--- src/rtl/othello_pkg.sv ---
// Shared board/palette definitions for the Othello display path.
package othello_pkg;

    // Cell encoding as stored in the game-board RAM
    localparam logic [1:0] EMPTY    = 2'b00;
    localparam logic [1:0] BLACK    = 2'b01;
    localparam logic [1:0] WHITE    = 2'b10;
    localparam logic [1:0] RESERVED = 2'b11;

    // RGB palette
    localparam logic [2:0] PAL_EMPTY    = 3'b010;
    localparam logic [2:0] PAL_BLACK    = 3'b000;
    localparam logic [2:0] PAL_WHITE    = 3'b111;
    localparam logic [2:0] PAL_RESERVED = 3'b100;
    localparam logic [2:0] PAL_CURSOR   = 3'b110;

    localparam int BOARD_DIM = 8;
    localparam int CELL_PX   = 8;

    typedef enum logic [2:0] {
        S_IDLE = 3'd0,
        S_READ = 3'd1,
        S_WAIT = 3'd2,
        S_DRAW = 3'd3,
        S_DONE = 3'd4
    } state_t;

    // Fill colour of a cell, ignoring the cursor outline
    function automatic logic [2:0] cell_colour(input logic [1:0] v);
        logic [2:0] c;
        case (v)
            EMPTY:   c = PAL_EMPTY;
            BLACK:   c = PAL_BLACK;
            WHITE:   c = PAL_WHITE;
            default: c = PAL_RESERVED;
        endcase
        return c;
    endfunction

endpackage

--- src/rtl/cell_palette.sv ---
// Per-pixel colour of one board square, with the cursor outline overlaid
// on the square's border ring.
import othello_pkg::*;

module cell_palette (
    input  logic [1:0] i_cell,
    input  logic       i_is_cursor,
    input  logic [2:0] i_px,
    input  logic [2:0] i_py,
    output logic [2:0] o_colour
);
    logic w_border;

    // Border ring of the 8x8 square gets the cursor colour, interior keeps fill
    always_comb begin
        w_border = (i_px == 3'd0) || (i_px == 3'd7) || (i_py == 3'd0) || (i_py == 3'd7);
        if (i_is_cursor && w_border)
            o_colour = PAL_CURSOR;
        else
            o_colour = cell_colour(i_cell);
    end

endmodule

--- src/rtl/board_renderer.sv ---
// Walks the 64 board cells in address order, reads each from RAM and
// plots it as an 8x8 square; tallies black/white pieces on the way.
// Every output is a register, so pixel values are computed from the
// next-state view of the datapath one edge ahead of the plot cycle.
import othello_pkg::*;

module board_renderer #(
    parameter int X0 = 48,
    parameter int Y0 = 28
) (
    input  logic       clock,
    input  logic       reset,
    input  logic       start,
    input  logic [6:0] cursor_in,
    input  logic [1:0] data_in,
    output logic       ctrl_mem,
    output logic [6:0] addr_out,
    output logic       wren_o,
    output logic [7:0] x,
    output logic [6:0] y,
    output logic [2:0] colour,
    output logic       plot,
    output logic       busy,
    output logic       done,
    output logic [6:0] black_count,
    output logic [6:0] white_count
);
    state_t     r_state, w_state_nxt;
    logic [5:0] r_cell, w_cell_nxt;
    logic [5:0] r_pix, w_pix_nxt;
    logic [1:0] r_val, w_val_nxt;
    logic [6:0] r_cursor;
    logic [6:0] r_black, r_white;

    logic       r_ctrl, r_busy, r_done, r_plot;
    logic [6:0] r_addr;
    logic [7:0] r_x;
    logic [6:0] r_y;
    logic [2:0] r_colour;

    logic       w_last_pix, w_last_cell, w_active_nxt, w_is_cursor;
    logic [7:0] w_x_nxt;
    logic [6:0] w_y_nxt;
    logic [2:0] w_colour_nxt;

    assign w_last_pix  = (r_pix == 6'd63);
    assign w_last_cell = (r_cell == 6'd63);

    // State register
    always_ff @(posedge clock or posedge reset) begin
        if (reset) r_state <= S_IDLE;
        else       r_state <= w_state_nxt;
    end

    // Next-state logic
    always_comb begin
        w_state_nxt = r_state;
        case (r_state)
            S_IDLE:  if (start) w_state_nxt = S_READ;
            S_READ:  w_state_nxt = S_WAIT;
            S_WAIT:  w_state_nxt = S_DRAW;
            S_DRAW:  if (w_last_pix) w_state_nxt = w_last_cell ? S_DONE : S_READ;
            S_DONE:  w_state_nxt = S_IDLE;
            default: w_state_nxt = S_IDLE;
        endcase
    end

    // Datapath next values and the pixel that the next cycle will plot
    always_comb begin
        w_cell_nxt = r_cell;
        w_pix_nxt  = r_pix;
        w_val_nxt  = r_val;
        case (r_state)
            S_IDLE: if (start) w_cell_nxt = 6'd0;
            S_WAIT: begin
                w_val_nxt = data_in;
                w_pix_nxt = 6'd0;
            end
            S_DRAW: begin
                w_pix_nxt = r_pix + 6'd1;
                if (w_last_pix && !w_last_cell) w_cell_nxt = r_cell + 6'd1;
            end
            default: ;
        endcase
        w_active_nxt = (w_state_nxt == S_READ) || (w_state_nxt == S_WAIT) ||
                       (w_state_nxt == S_DRAW);
        w_is_cursor  = !r_cursor[6] && (r_cursor[5:0] == r_cell);
        w_x_nxt      = 8'(X0) + {2'b00, r_cell[2:0], w_pix_nxt[2:0]};
        w_y_nxt      = 7'(Y0) + {1'b0, r_cell[5:3], w_pix_nxt[5:3]};
    end

    cell_palette u_palette (
        .i_cell      (w_val_nxt),
        .i_is_cursor (w_is_cursor),
        .i_px        (w_pix_nxt[2:0]),
        .i_py        (w_pix_nxt[5:3]),
        .o_colour    (w_colour_nxt)
    );

    // Cell walk, latched cursor and piece counters
    always_ff @(posedge clock or posedge reset) begin
        if (reset) begin
            r_cell   <= '0;
            r_pix    <= '0;
            r_val    <= '0;
            r_cursor <= '0;
            r_black  <= '0;
            r_white  <= '0;
        end else begin
            r_cell <= w_cell_nxt;
            r_pix  <= w_pix_nxt;
            r_val  <= w_val_nxt;
            if (r_state == S_IDLE && start) begin
                r_cursor <= cursor_in;
                r_black  <= '0;
                r_white  <= '0;
            end
            if (r_state == S_WAIT) begin
                if (data_in == BLACK) r_black <= r_black + 7'd1;
                if (data_in == WHITE) r_white <= r_white + 7'd1;
            end
        end
    end

    // Registered outputs; pixel coordinates and colour hold between plots
    always_ff @(posedge clock or posedge reset) begin
        if (reset) begin
            r_ctrl   <= 1'b0;
            r_busy   <= 1'b0;
            r_done   <= 1'b0;
            r_plot   <= 1'b0;
            r_addr   <= '0;
            r_x      <= '0;
            r_y      <= '0;
            r_colour <= '0;
        end else begin
            r_ctrl <= w_active_nxt;
            r_busy <= w_active_nxt;
            r_done <= (w_state_nxt == S_DONE);
            r_plot <= (w_state_nxt == S_DRAW);
            if (w_state_nxt == S_READ) r_addr <= {1'b0, w_cell_nxt};
            if (w_state_nxt == S_DRAW) begin
                r_x      <= w_x_nxt;
                r_y      <= w_y_nxt;
                r_colour <= w_colour_nxt;
            end
        end
    end

    assign ctrl_mem    = r_ctrl;
    assign busy        = r_busy;
    assign done        = r_done;
    assign plot        = r_plot;
    assign addr_out    = r_addr;
    assign wren_o      = 1'b0;
    assign x           = r_x;
    assign y           = r_y;
    assign colour      = r_colour;
    assign black_count = r_black;
    assign white_count = r_white;

endmodule
--- config.mk ---
export PLATFORM = sky130hd
export DESIGN_NAME = board_renderer
export DESIGN_NICKNAME = d
export VERILOG_FILES = /design/src/rtl/othello_pkg.sv /design/src/rtl/cell_palette.sv /design/src/rtl/board_renderer.sv
export SDC_FILE = /design/constraint.sdc
export NUM_CORES = 1
export LEC_CHECK = 0
export ABC_AREA = 1
export BUFFER_PORTS_ARGS = -buffer_cell sky130_fd_sc_hd__buf_4
export CAP_MARGIN = 20
export CORE_ASPECT_RATIO = 0.6
export CORE_UTILIZATION = 38
export CTS_CLUSTER_SIZE = 8
export DETAILED_ROUTE_END_ITERATION = 16
export RECOVER_POWER = 100
export SYNTH_ARGS = -nofsm -noshare
export SYNTH_HDL_FRONTEND = slang
export SYNTH_SLANG_ARGS = --single-unit
export TNS_END_PERCENT = 30
--- constraint.sdc ---
create_clock -name clock -period 6.2 [get_ports clock]
set_input_delay 1.24 -clock clock [delete_from_list [all_inputs] [get_ports clock]]
set_output_delay 1.24 -clock clock [all_outputs]
set_load 0.1 [all_outputs]
==> metrics <==
Final Instance Count excl. Fillers 544; arrival time at the worst endpoint 3.79 ns; WP buf/inv 4; Storage cell area 0.00160 mm2; CTS buffer count 9; required time worst endpoint 6.40 ns; cts repair resizes 0; Placed Cells 529; post-synth top area cell dfrtp_1; Worst Setup Start Kind input pin; critical path's slowest cell nand4_1; critical path type input pin to flip-flop; Largest stage delay, worst path 0.69 ns; sequential fraction of the synthesis area 0.504; slew margin rel. 0.219; Max clock buf depth 2; Global Route met2 Usage 0.248; Initial Utilization 0.399; final-report hold violation count 0; CTS clk-pin slew, worst paths 0.05 ns; Worst Hold Class flip-flop to flip-flop; standard-cell rows 25; critical-path cell list clkbuf_4, nand4_1, inv_1, nor2_1, inv_1, nor2_1, nor2_1, inv_1, nand2_1, o21ai_0; Worst path depth 10; CP delay by family, top simple AND/OR/NAND/NOR gates; Final min period 3.59 ns; GRT overflow 0; Clock Sinks 64; Vias per Instance 4.79; Max Clock Skew 0.00754 ns; DIE WIDTH 120 um; Max Fanout on Critical Path 22; dominant cells by area after synthesis dfrtp_1 50%, nand2_1 13%, inv_1 5.4%, o21ai_0 5.2%, nand3_1 4.1%; VDD IR-drop max 0.367 mV; vias 2606; Antenna Nets Post-Route 0; synthesized flop and latch total 64; Area Growth Syn to Fin 16.5%; distinct cell type count of the synthesized netlist 39; Final Net Count 451; gpl congestion 0.825; residual DRC count 0; Post-CTS Setup Inserts 0; setup ws final 2.61 ns; first-pass GRT wire length 11700 um; final setup fails 0; post-synth top area share 0.504; Core ar. 0.00798 mm2; Synth Cell Area 0.00318 mm2; Post-synth EDFFs 0; DRT iter0 DRCs 124; share of layout cells above drive strength 1 0.0849; global routing's busiest layer met1; met1 Track Usage GR 0.250; Ys Warns 0; H-tree levels 3; Pleak 0.00182 uW; Slew @ Worst Pin 1.18 ns; final period utilization 0.579; Peak Freq 0.278 GHz; status finished clean; clock root cell clkbuf_16; IO buf count 52; PwrDens 569 mW/mm2; nature of the critical path endpoint flip-flop; Setup Total Neg Slack 0 ns; area occupied by multi-input gates 0.00126 mm2; DR pass1 iterations 4; final wirelength 6930 um; initial antenna violation count 0; num ports 56; Die Ht 72.9 um; met3 GRT Util 0.0688; hpwl dp 4990 um; # fillers 811; CTS Hold Bufs 0; TritonCTS clock tree yes; All-Layer GR Usage 0.176; largest net degree at the start of global routing 65; Core Util, Final 0.464; Skew-Pair Late Insertion Delay 0.33 ns; r2r worst-path depth 10; Die ar. 0.00875 mm2; dpl ws 2.58 ns; vias in the first global route 2395; RSZ-0062 raised after global routing no; Post-synth ARST share 1.00; # diodes 0; Max-cap violations 0; drt wl/cell 12.7 um; Slew Limit Fails 0; Worst Hold Depth 2; Syn Inst Count 377; Avg Cell Area, Syn 8.43 um2; Main synth FF type dfrtp_1
-- registers in the layout, indices dropped and copies added (netlist names), 2 cells and up --
name	flops
addr_out	6
black_count	7
colour	3
r_cell	6
r_cursor	7
r_pix	6
r_state	3
r_val	2
white_count	7
x	7
y	7
-- cell families after synthesis --
logic type / after synthesis / share of synthesized area
AOI/OAI and AO/OA: 61 / 0.104
xor gates and xnor gates: 4 / 0.0110
adders and majority gates: 7 / 0.0275
buffers and inverters: 61 / 0.0870
DFF: 64 / 0.504
other: 1 / 0.00118
and+or+nand+nor: 179 / 0.265
-- stage by stage --
step | hold slack, ns | power [uW] | instance area [um2]
after floorplan | 0.450 | 1520 | 3190
after CTS | 0.478 | 2210 | 3910
after detailed placement | 0.465 | 1740 | 3640
after global routing | 0.502 | 2240 | 3700
final | 0.470 | 2110 | 3700
after global placement | 0.461 | 1730 | 3640
-- worst reg2reg max path, cell delays in order (launching register included) --
cell and delay (ns):
dfrtp_1 0.39, inv_1 0.15, nand4_1 0.70, inv_1 0.69, nor2_1 0.11, inv_1 0.13
nor2_1 0.08, nor2_1 0.39, inv_1 0.20, nand2_1 0.10, o21ai_0 0.07
-- report_power, final --
part           internal [uW]  switching, uW  total (uW)
Combinational            163            846        1010
Sequential               538           96.1         634
Clock                    288            174         462
-- path summary, 6_finish.rpt --
kind	slack, ns	end	from
min in group asynchronous	1.15	plot	reset
worst min-delay path	0.47	x[2]	x[2]
worst max-delay path	2.61	addr_out[0]	start
worst max register to register	3.06	addr_out[0]	r_state[0]
worst min register to register	0.47	x[2]	x[2]
max in group asynchronous	4.52	addr_out[3]	reset
-- cell usage after synthesis (2+ instances only) --
cell type,instances
a21oi_1,11
a22oi_1,2
a31oi_1,3
buf_4,5
buf_6,3
dfrtp_1,64
ha_1,7
inv_1,46
inv_2,2
inv_4,2
nand2_1,106
nand2_2,4
nand2_4,2
nand3_1,26
nand4_1,8
nor2_1,17
nor2_2,2
nor2_4,3
nor3_1,4
o21ai_0,33
o21ai_1,7
xnor2_1,2
xor2_1,2
-- per-layer routing --
metal  up-vias  routed length, um
li1       1332                  -
met4         0                 74
met1      1206               3710
met2        60               2750
met5         -                  0
met3         8                390
-- final cells by class --
cell class                 instances  share of cell area
inverter                          50              0.0517
clock inverter                     3             0.00473
timing repair buffer              53              0.0659
clock buffer                      12              0.0693
multi-input combinational        254               0.340
sequential                        64               0.432
tap                              108              0.0365
-- layout by cell type, fill, tap and decap left out, types with 2 or more instances in the layout --
cell,instances
nand2_1,110
clkinv_2,2
nor3_1,4
clkbuf_1,42
ha_1,7
a22oi_1,2
conb_1,3
xnor2_1,2
nand3_1,26
xor2_1,2
clkbuf_16,9
buf_4,10
inv_1,47
clkbuf_8,2
dfrtp_1,64
a21oi_1,11
nor2_1,22
o21ai_0,40
clkbuf_4,2
nand4_1,8
a31oi_1,3
(Power assumes the default switching activity.)
